### config.mk
export PLATFORM = sky130hd
export DESIGN_NAME = lr_d_writeback
export DESIGN_NICKNAME = d
export VERILOG_FILES = /design/src/rtl/tpu_pkg.sv /design/src/rtl/lr_d_col_fifo.sv /design/src/rtl/lr_d_writeback.sv
export SDC_FILE = /design/constraint.sdc
export NUM_CORES = 1
export LEC_CHECK = 0
export BUFFER_PORTS_ARGS = -buffer_cell sky130_fd_sc_hd__buf_2
export CORE_ASPECT_RATIO = 0.6
export CORE_MARGIN = 5
export CORE_UTILIZATION = 30
export CTS_CLUSTER_SIZE = 10
export DETAILED_ROUTE_END_ITERATION = 10
export PLACE_DENSITY_LB_ADDON = 0.25
export SYNTH_ARGS = -nofsm -noshare
export SYNTH_HDL_FRONTEND = slang
export SYNTH_HIERARCHICAL = 1
export SYNTH_SLANG_ARGS = --single-unit
### constraint.sdc
create_clock -name clk -period 6.8 [get_ports clk]
set_input_delay 1.36 -clock clk [delete_from_list [all_inputs] [get_ports clk]]
set_output_delay 1.36 -clock clk [all_outputs]
set_load 0.01 [all_outputs]
### src/rtl/tpu_pkg.sv
// Shared types and constants for the leaky-ReLU-derivative writeback path.
package tpu_pkg;

  localparam int unsigned DATA_W = 16;

  typedef enum logic [1:0] {
    IDLE,
    RUN,
    DONE
  } wb_state_t;

  // Column 1 occupies the low half of the packed row word.
  localparam bit PACK_COL1_LOW = 1'b1;

endpackage

### src/rtl/lr_d_col_fifo.sv
// Per-column synchronous FIFO; a pushed entry becomes poppable one cycle after its push.
module lr_d_col_fifo #(
  parameter int unsigned DATA_W = 16,
  parameter int unsigned DEPTH  = 4
) (
  input  logic              i_clk,
  input  logic              i_rst,
  input  logic              i_clr,
  input  logic              i_push,
  input  logic              i_pop,
  input  logic [DATA_W-1:0] i_data,
  output logic              o_full,
  output logic              o_empty,
  output logic [DATA_W-1:0] o_head
);

  localparam int unsigned AW = $clog2(DEPTH);
  localparam logic [AW:0] PTR_ONE = (AW+1)'(1);

  logic [DATA_W-1:0] r_mem [DEPTH];
  logic [AW:0]       r_wptr;
  logic [AW:0]       r_wptr_vis;
  logic [AW:0]       r_rptr;
  logic              w_push;
  logic              w_pop;

  // Full uses the live write pointer; empty uses the lagged copy, giving the read-side delay.
  assign o_full  = (r_wptr[AW] != r_rptr[AW]) && (r_wptr[AW-1:0] == r_rptr[AW-1:0]);
  assign o_empty = (r_wptr_vis == r_rptr);
  assign w_push  = i_push && !o_full;
  assign w_pop   = i_pop && !o_empty;
  assign o_head  = r_mem[r_rptr[AW-1:0]];

  always_ff @(posedge i_clk) begin
    if (!i_rst || i_clr) begin
      r_wptr     <= '0;
      r_wptr_vis <= '0;
      r_rptr     <= '0;
    end else begin
      r_wptr_vis <= r_wptr;
      if (w_push) r_wptr <= r_wptr + PTR_ONE;
      if (w_pop)  r_rptr <= r_rptr + PTR_ONE;
    end
  end

  always_ff @(posedge i_clk) begin
    if (w_push) r_mem[r_wptr[AW-1:0]] <= i_data;
  end

endmodule

### src/rtl/lr_d_writeback.sv
// Deskews two gradient columns, packs rows into 32-bit words and writes them to the
// unified buffer at sequential addresses with valid/ready backpressure.
module lr_d_writeback
  import tpu_pkg::*;
#(
  parameter int unsigned DATA_W = tpu_pkg::DATA_W,
  parameter int unsigned DEPTH  = 4,
  parameter int unsigned ADDR_W = 8,
  parameter int unsigned ROWS_W = 8
) (
  input  logic                     clk,
  input  logic                     rst,
  input  logic                     lr_d_valid_1_in,
  input  logic                     lr_d_valid_2_in,
  input  logic signed [DATA_W-1:0] lr_d_data_1_in,
  input  logic signed [DATA_W-1:0] lr_d_data_2_in,
  input  logic                     wb_start_in,
  input  logic [ADDR_W-1:0]        wb_base_addr_in,
  input  logic [ROWS_W-1:0]        wb_num_rows_in,
  input  logic                     ub_wr_ready_in,
  output logic                     ub_wr_valid_out,
  output logic [ADDR_W-1:0]        ub_wr_addr_out,
  output logic [2*DATA_W-1:0]      ub_wr_data_out,
  output logic                     wb_busy_out,
  output logic                     wb_done_out,
  output logic                     wb_overflow_out
);

  localparam logic [ROWS_W-1:0] ROWS_ONE = ROWS_W'(1);

  wb_state_t           r_state;
  logic [ADDR_W-1:0]   r_base;
  logic [ROWS_W-1:0]   r_rows;
  logic [ROWS_W-1:0]   r_push_cnt1;
  logic [ROWS_W-1:0]   r_push_cnt2;
  logic [ROWS_W-1:0]   r_issued;
  logic [ROWS_W-1:0]   r_written;
  logic                r_valid;
  logic [ADDR_W-1:0]   r_addr;
  logic [2*DATA_W-1:0] r_data;
  logic                r_overflow;

  logic                w_run;
  logic                w_start;
  logic                w_accept;
  logic                w_last;
  logic                w_full1;
  logic                w_full2;
  logic                w_empty1;
  logic                w_empty2;
  logic [DATA_W-1:0]   w_head1;
  logic [DATA_W-1:0]   w_head2;
  logic                w_push1;
  logic                w_push2;
  logic                w_drop1;
  logic                w_drop2;
  logic                w_pop;
  logic [2*DATA_W-1:0] w_row;

  assign w_run    = (r_state == RUN);
  assign w_start  = (r_state == IDLE) && wb_start_in;
  assign w_accept = r_valid && ub_wr_ready_in;
  assign w_last   = w_accept && (r_written == r_rows - ROWS_ONE);

  // Fullness is sampled before any same-cycle pop, so a full FIFO always drops.
  assign w_push1 = w_run && lr_d_valid_1_in && !w_full1 && (r_push_cnt1 < r_rows);
  assign w_push2 = w_run && lr_d_valid_2_in && !w_full2 && (r_push_cnt2 < r_rows);
  assign w_drop1 = w_run && lr_d_valid_1_in && !w_push1;
  assign w_drop2 = w_run && lr_d_valid_2_in && !w_push2;
  assign w_pop   = w_run && !w_empty1 && !w_empty2 && (!r_valid || w_accept);
  assign w_row   = PACK_COL1_LOW ? {w_head2, w_head1} : {w_head1, w_head2};

  lr_d_col_fifo #(
    .DATA_W (DATA_W),
    .DEPTH  (DEPTH)
  ) u_fifo_col1 (
    .i_clk   (clk),
    .i_rst   (rst),
    .i_clr   (w_start),
    .i_push  (w_push1),
    .i_pop   (w_pop),
    .i_data  (lr_d_data_1_in),
    .o_full  (w_full1),
    .o_empty (w_empty1),
    .o_head  (w_head1)
  );

  lr_d_col_fifo #(
    .DATA_W (DATA_W),
    .DEPTH  (DEPTH)
  ) u_fifo_col2 (
    .i_clk   (clk),
    .i_rst   (rst),
    .i_clr   (w_start),
    .i_push  (w_push2),
    .i_pop   (w_pop),
    .i_data  (lr_d_data_2_in),
    .o_full  (w_full2),
    .o_empty (w_empty2),
    .o_head  (w_head2)
  );

  always_ff @(posedge clk) begin
    if (!rst) begin
      r_state     <= IDLE;
      r_base      <= '0;
      r_rows      <= '0;
      r_push_cnt1 <= '0;
      r_push_cnt2 <= '0;
      r_issued    <= '0;
      r_written   <= '0;
      r_valid     <= 1'b0;
      r_addr      <= '0;
      r_data      <= '0;
      r_overflow  <= 1'b0;
    end else begin
      if (w_push1) r_push_cnt1 <= r_push_cnt1 + ROWS_ONE;
      if (w_push2) r_push_cnt2 <= r_push_cnt2 + ROWS_ONE;
      if (w_drop1 || w_drop2) r_overflow <= 1'b1;
      if (w_accept) r_written <= r_written + ROWS_ONE;

      if (w_pop) begin
        r_valid  <= 1'b1;
        r_addr   <= r_base + ADDR_W'(r_issued);
        r_data   <= w_row;
        r_issued <= r_issued + ROWS_ONE;
      end else if (w_accept) begin
        r_valid <= 1'b0;
      end

      unique case (r_state)
        IDLE: begin
          if (wb_start_in) begin
            r_base      <= wb_base_addr_in;
            r_rows      <= wb_num_rows_in;
            r_push_cnt1 <= '0;
            r_push_cnt2 <= '0;
            r_issued    <= '0;
            r_written   <= '0;
            r_overflow  <= 1'b0;
            r_state     <= (wb_num_rows_in == '0) ? DONE : RUN;
          end
        end
        RUN:     if (w_last) r_state <= DONE;
        DONE:    r_state <= IDLE;
        default: r_state <= IDLE;
      endcase
    end
  end

  assign ub_wr_valid_out = r_valid;
  assign ub_wr_addr_out  = r_addr;
  assign ub_wr_data_out  = r_data;
  assign wb_busy_out     = (r_state == RUN);
  assign wb_done_out     = (r_state == DONE);
  assign wb_overflow_out = r_overflow;

endmodule

==> results_dict.tcl, run 1 <==
set metrics [dict create \
    status "finished clean" \
    cp-start-kind "flop" \
    path_max_fanout 16 \
    fmax_mhz 288.7 \
    synth_mux_area_share_pct 7.545 \
    finalPower_uw 3072 \
    grt-ovfl-total 0 \
    clockBufferDepth 3 \
    dieWidth_um 250.2 \
    synthXorXnorAreaFrac_pct 4.556 \
    peakVddDrop_mv 0.1653 \
    slowest_delay_ps 700 \
    numCtsBuffers 28 \
    cp_slowest_cell "and2_1" \
    synth_largest_area_cell "edfxtp_1" \
    area_delta_synth_final_pct 16.92 \
    drc 0 \
    rsz0062_at_grt "no" \
    synthTopCellsByArea "edfxtp_1, dfxtp_1, mux4_2" \
    drive_gt1_share_pct 18.61 \
    htree_levels 1 \
    reg2reg_slack_ps 3340 \
    synth_top_family_by_area "simple AND/OR/NAND/NOR gates" \
    placedCellCount 1386 \
    hp-class "reg2reg" \
    io_buffers 97 \
    ios 98 \
    setup_violations 0 \
    fin_tns_setup_ps 0 \
    cts_resized 0 \
    cts_root_buf "clkbuf_16" \
    crit_type "reg2reg" \
    synth-edff-count 128 \
    slew_violations 0 \
    critical-path-top-delay-family "compound AO/OA/AOI/OAI gates" \
    cap_viol_max_count 0 \
    power_switching_uw 685.3 \
    syn-num-nets 947 \
    grt_start_max_net_pins 48 \
    synth_compound_area_share_pct 8.449 \
    grt_pass1_vias 6687 \
    tightest_slew_ps 889.1 \
    hold_violations 0 \
    synthSimpleGateAreaFrac_pct 13.15 \
    clock_latency_ps 570 \
    syn_inst 856 \
    final_nets 1048 \
    rows 52 \
    seqPwrFrac_pct 51.2 \
    yosys.area_share.adder_pct 4.532 \
    vias 6794 \
    fin_skew_ps 38.53 \
    stdcell_count 1437 \
    switching_share_pct 22.31 \
    drt_iter0_drc 326 \
    die-height_um 154.1 \
    crit_path_frequent_cell "a21o_1" \
    wl_per_cell_um 17.13 \
    worst_setup_path_end_kind "flop" \
    netlist_area_um2 10380 \
    cp.arrival_ps 3620 \
    grt_pass1_wl_um 38570 \
    max_slew_margin_pct 40.73 \
    p_leak_uw 0.004341 \
    ys_seq_elements 242 \
    grt_use_total_pct 12.42 \
    path_cells "inv_1 -> ha_1 -> a21o_1 -> a21o_1 -> a2111o_1 -> a21o_1 -> clkinv_1 -> o31a_2 -> and2_1" \
    clkTransAtPathRegs_ps 50 \
    drt-total-wl_um 24610 \
    hpwl_um 16960 \
    ys.flop_type "edfxtp_1" \
    first_pass_iters 5 \
    core_area_um2 33900 \
    pwr-share-clk_pct 43.9 \
    fin_crit_sh_pct 50.93 \
    ys_seq_area_share_pct 59.01 \
    cts_tree "yes" \
    synth_common_cells "edfxtp_1, nand2_1, dfxtp_1" \
    p_int_uw 2387 \
    power_frac_comb_pct 4.9 \
    synth_top_area_share_pct 37.03 \
    antenna_found_initial 2 \
    ctsHoldBuffers 0 \
    ant_nets 0 \
    routabilityCongestion 0.7714 \
    min_period_ps 3463 \
    power_density_nw_per_um2 253.1 \
    synthMostInstantiatedCell "edfxtp_1" \
    post_cts_buffers 0 \
    postSynthAreaPerCell_um2 12.13 \
    via_per_inst 4.728 \
    required_ps 6960 \
    initial_core_util_pct 30.63 \
    yosys_warnings 6 \
    async_reset_ff_share_pct 0 \
    crit_buf_inv 2 \
    synth_cell_type_count 57 \
    diodes 0 \
    cts.sinks 242 \
    die_area_um2 38550 \
    final_util_pct 35.81 \
    hold-worst-slack_ps 449.2 \
]
-- cells by family after synthesis --
| group | after synthesis |
|---|---|
| XOR/XNOR | 54 |
| flip-flops | 242 |
| multiplexers | 38 |
| buffers and inverters | 62 |
| adder cells (fa/ha/maj) | 37 |
| AND/OR/NAND/NOR | 283 |
| AO/OA/AOI/OAI | 140 |
-- cells in the final DEF (no fill, tap or decap), types with 9 or more instances in the layout --
master	n
edfxtp_1	128
clkbuf_16	28
nand4_1	16
o21ai_0	11
a31oi_1	9
xor2_1	22
dfxtp_1	114
buf_4	9
nand3_1	18
ha_1	36
a211o_1	10
clkbuf_1	21
and3_1	9
and2_1	14
a21oi_1	70
xnor2_1	32
buf_2	97
mux4_2	32
nand2_1	125
inv_1	22
nor2_1	49
a21o_1	12
-- final timing paths --
check	start	to	depth (start not counted)
min	ub_wr_data_out[20]$_SDFFE_PN0P_	ub_wr_data_out[20]$_SDFFE_PN0P_	2
max	r_rows[5]$_SDFFE_PN0P_	u_fifo_col2/r_mem[1][7]$_DFFE_PP_	9
max reg2reg	r_rows[5]$_SDFFE_PN0P_	u_fifo_col2/r_mem[1][7]$_DFFE_PP_	9
min reg2reg	ub_wr_data_out[20]$_SDFFE_PN0P_	ub_wr_data_out[20]$_SDFFE_PN0P_	2
-- power groups by stage --
stage | Sequential, uW | Combinational [uW] | Clock, uW
2_1_floorplan | 1600 | 95.4 | 0
3_3_place_gp | 1600 | 152 | 0
3_5_place_dp | 1600 | 153 | 0
4_1_cts | 1570 | 154 | 1400
5_1_grt | 1570 | 168 | 1450
6_report | 1570 | 151 | 1350
-- worst register-to-register path, stage by stage (launching register included) --
cell and delay (ps):
dfxtp_1 410, inv_1 100, ha_1 310, a21o_1 180, a21o_1 160, a2111o_1 470
a21o_1 230, clkinv_1 270, o31a_2 240, and2_1 700
-- per-stage QoR --
stage / setup slack (ps) / cell area [um2]
final: 3337 / 12140
after global routing: 2972 / 12140
after CTS: 3234 / 12140
after detailed placement: 2783 / 11320
after global placement: 2809 / 11320
after floorplan: 3145 / 10380
-- per-layer routing --
metal,global-route usage (%),up-vias,wire [um]
li1,-,3334,-
met1,17.98,3303,12080
met2,18.81,119,10700
met3,3.208,36,1306
met4,2.778,2,509
met5,0,-,13
-- area by class of cell --
type | count | area (um2)
flip-flops and latches | 242 | 6126
clock inverters | 2 | 35.03
well taps | 459 | 574.3
fillers | 3347 | 21760
repair buffers | 106 | 553.0
multi-input cells | 552 | 3969
clock buffers | 49 | 779.5
inverters | 27 | 101.3
-- state kept, by name, summed over array words and instances (netlist names), 8 cells and up, named ones only --
| name | flops |
|---|---|
| r_written | 8 |
| ub_wr_data_out | 32 |
| r_issued | 8 |
| u_fifo_col2/r_mem | 64 |
| u_fifo_col1/r_mem | 64 |
| r_push_cnt1 | 8 |
| r_base | 8 |
| r_rows | 8 |
| r_push_cnt2 | 8 |
| ub_wr_addr_out | 8 |
Note: power is estimated with default switching activity, not from simulation.
==> run 2, diff against run 1 <==
--- a/config.mk
+++ b/config.mk
@@ -5,6 +5,7 @@
 export SDC_FILE = /design/constraint.sdc
 export NUM_CORES = 1
 export LEC_CHECK = 0
+export ABC_AREA = 1
 export BUFFER_PORTS_ARGS = -buffer_cell sky130_fd_sc_hd__buf_2
 export CORE_ASPECT_RATIO = 0.6
 export CORE_MARGIN = 5
==> constraint.sdc (replaced) <==
create_clock -name clk -period 3.3 [get_ports clk]
set_input_delay 0.66 -clock clk [delete_from_list [all_inputs] [get_ports clk]]
set_output_delay 0.66 -clock clk [all_outputs]
set_load 0.01 [all_outputs]
==> run 2 against run 1 <==
  * Power rose by 110%
  * Final area rose by 1.3%
  * Clock skew fell by 5.2 ps
  * Routed wire length rose by 6.0%
  * Worst hold slack got worse by 140 ps
  * Core utilization rose by 0.32 points
  * Global-route usage rose by 0.63 points
  * Critical path type unchanged
  * Largest power group unchanged
==> results_dict.tcl, run 2 <==
set metrics [dict create \
    cap_viol_max_count 0 \
    core_area_um2 34030 \
    drive_gt1_share_pct 14.46 \
    finalPower_uw 6472 \
    ctsHoldBuffers 0 \
    tightest_slew_ps 881.6 \
    r2r_cells 13 \
    cts_resized 0 \
    wl_per_cell_um 15.43 \
    n_fill_cell 3445 \
    peakVddDrop_mv 0.3199 \
    cp.arrival_ps 2730 \
    slowest_delay_ps 440 \
    fin_tns_setup_ps 0 \
    grt-ovfl-total 0 \
    ys_seq_elements 242 \
    power_density_nw_per_um2 526.5 \
    synth_common_cells "nand2_1, nor2_1, edfxtp_1" \
    via_per_inst 4.551 \
    status "finished clean" \
    fin_skew_ps 33.36 \
    layout_common_cells "nand2_1, nor2_1, edfxtp_1" \
    path_max_fanout 16 \
    grt_pass1_vias 7122 \
    p_leak_uw 0.004798 \
    reg2reg_slack_ps 790 \
    post_cts_buffers 0 \
    grt_pass1_wl_um 40580 \
    synth_largest_area_cell "edfxtp_1" \
    netlist_area_um2 10440 \
    io_buffers 97 \
    routabilityCongestion 0.8288 \
    first_pass_iters 5 \
    numCtsBuffers 28 \
    ios 98 \
    die_area_um2 38740 \
    cp_slowest_cell "dfxtp_1" \
    area_delta_synth_final_pct 17.78 \
    whs_path_depth 1 \
    drt_iter0_drc 482 \
    final_nets 1302 \
    drc 0 \
    ant_nets 0 \
    synth_cell_type_count 37 \
    cp.depth 13 \
    max_slew_margin_pct 41.16 \
    worst_setup_path_end_kind "flop" \
    rows 52 \
    clock_latency_ps 560 \
    final_util_pct 36.13 \
    path_cells "inv_1 -> nand2_1 -> nand2_2 -> nand3_4 -> inv_2 -> nor2_1 -> nand2_1 -> nor2_1 -> nand2_2 -> inv_1 -> nand2_1 -> nor2_1 -> buf_4" \
    dpl_worst_slack_ps 820.9 \
    hold_end "u_fifo_col1/r_mem[2][11]$_DFFE_PP_" \
    hp-class "in2reg" \
    crit_type "reg2reg" \
    slew_violations 0 \
    setup_violations 0 \
    synth_top_area_share_pct 36.83 \
    synth-edff-count 128 \
    min_period_ps 2509 \
    grt_start_max_net_pins 51 \
    rsz0062_at_grt "no" \
    fmax_mhz 398.6 \
    drt-total-wl_um 26090 \
    placedCellCount 1640 \
    syn_inst 1103 \
    crit_buf_inv 4 \
    hold_violations 0 \
    synthMostInstantiatedCell "nand2_1" \
    hpwl_um 17470 \
    grt_use_total_pct 13.05 \
    async_reset_ff_share_pct 0 \
    initial_core_util_pct 30.67 \
    postSynthAreaPerCell_um2 9.463 \
    htree_levels 1 \
    syn-num-nets 1194 \
    clockBufferDepth 3 \
    clkTransAtPathRegs_ps 60 \
    vias 7696 \
    ys.flop_type "edfxtp_1" \
    ys_seq_area_share_pct 58.69 \
    hold_start "lr_d_data_1_in[11]" \
    stdcell_count 1691 \
    setup_ws_ps 791.0 \
    synthTopCellsByArea "edfxtp_1, dfxtp_1, nand2_1" \
    final_common_cell "nand2_1" \
    cts.sinks 242 \
    dieWidth_um 250.8 \
    r2r_start "u_fifo_col2/r_wptr[0]$_SDFFE_PP0P_" \
    cts_root_buf "clkbuf_16" \
    yosys_warnings 6 \
    antenna_found_initial 0 \
    critical-path-top-delay-family "simple AND/OR/NAND/NOR gates" \
    r2r_end "u_fifo_col2/r_mem[1][15]$_DFFE_PP_" \
    die-height_um 154.5 \
    required_ps 3520 \
    fin_crit_sh_pct 76.03 \
    cp-start-kind "flop" \
    cts_tree "yes" \
]
-- run 2: changes by cell type in the layout (fill, tap and decap cells not counted), moves of 11 or more --
cell     before  now
nor2_1       49  153
nand2_1     125  214
inv_1        22   83
o21ai_1       0   56
o21ai_0      11   44
mux4_2       32    0
o22ai_1       3   32
xnor2_1      32    7
nand3_1      18   36
and2_1       14    0
a21oi_1      70   83
a21o_1       12    1
-- run 2: worst max path at each step --
stage,slack [ps],from,to
detailed placement,820,u_fifo_col2/r_wptr[0]$_SDFFE_PP0P_,u_fifo_col2/r_mem[1][0]$_DFFE_PP_
CTS,800,u_fifo_col2/r_wptr[0]$_SDFFE_PP0P_,u_fifo_col2/r_mem[1][15]$_DFFE_PP_
global route,510,u_fifo_col2/r_wptr[0]$_SDFFE_PP0P_,u_fifo_col2/r_mem[1][15]$_DFFE_PP_
finish,790,u_fifo_col2/r_wptr[0]$_SDFFE_PP0P_,u_fifo_col2/r_mem[1][15]$_DFFE_PP_
floorplan,810,r_rows[5]$_SDFFE_PN0P_,u_fifo_col2/r_mem[0][0]$_DFFE_PP_
global placement,860,u_fifo_col2/r_wptr[0]$_SDFFE_PP0P_,u_fifo_col2/r_mem[3][4]$_DFFE_PP_
-- run 2: through the flow --
stage          instance area [um2]  hold slack (ps)
2_1_floorplan                10440            443.2
3_3_place_gp                 11460            452.2
3_5_place_dp                 11460            453.9
4_1_cts                      12290            264.2
5_1_grt                      12290            284.5
6_report                     12290            311.7
-- run 2: final cells by class --
class | instances | area (um2) | area share (%)
antenna | 1 | 2.502 | 0.02036
clock buffer | 49 | 799.5 | 6.504
clock inverter | 1 | 30.03 | 0.2443
inverter | 94 | 352.8 | 2.870
multi-input combinational | 731 | 3782 | 30.77
sequential | 242 | 6126 | 49.83
tap | 459 | 574.3 | 4.672
timing repair buffer | 114 | 625.6 | 5.089
-- run 2: cells by family after synthesis --
| group | count (synthesis) | synth area share [%] |
|---|---|---|
| XOR/XNOR | 26 | 2.457 |
| AO/OA/AOI/OAI | 224 | 11.41 |
| adder cells (fa/ha/maj) | 37 | 4.507 |
| AND/OR/NAND/NOR | 444 | 17.86 |
| buffers and inverters | 130 | 5.071 |
| flip-flops | 242 | 58.69 |
-- run 2: worst reg2reg max path, delay by kind of cell (launching register included) --
family	cells	cell delay, ps
DFF	1	440
and+or+nand+nor	9	1020
buffers and inverters	4	730
-- run 2: report_power, final --
part	switching, uW	internal [uW]	total, uW
registers	32.2	3220	3260
clock network	1200	1630	2830
logic	259	132	391
total	1490	4990	6470
-- run 2: routing by layer --
metal	wire, um	up-vias	GRT usage (%)
met1	13860	3590	20.51
met2	10590	136	18.39
met4	455	0	2.701
met3	1188	33	2.702
met5	0	-	0
li1	-	3937	-
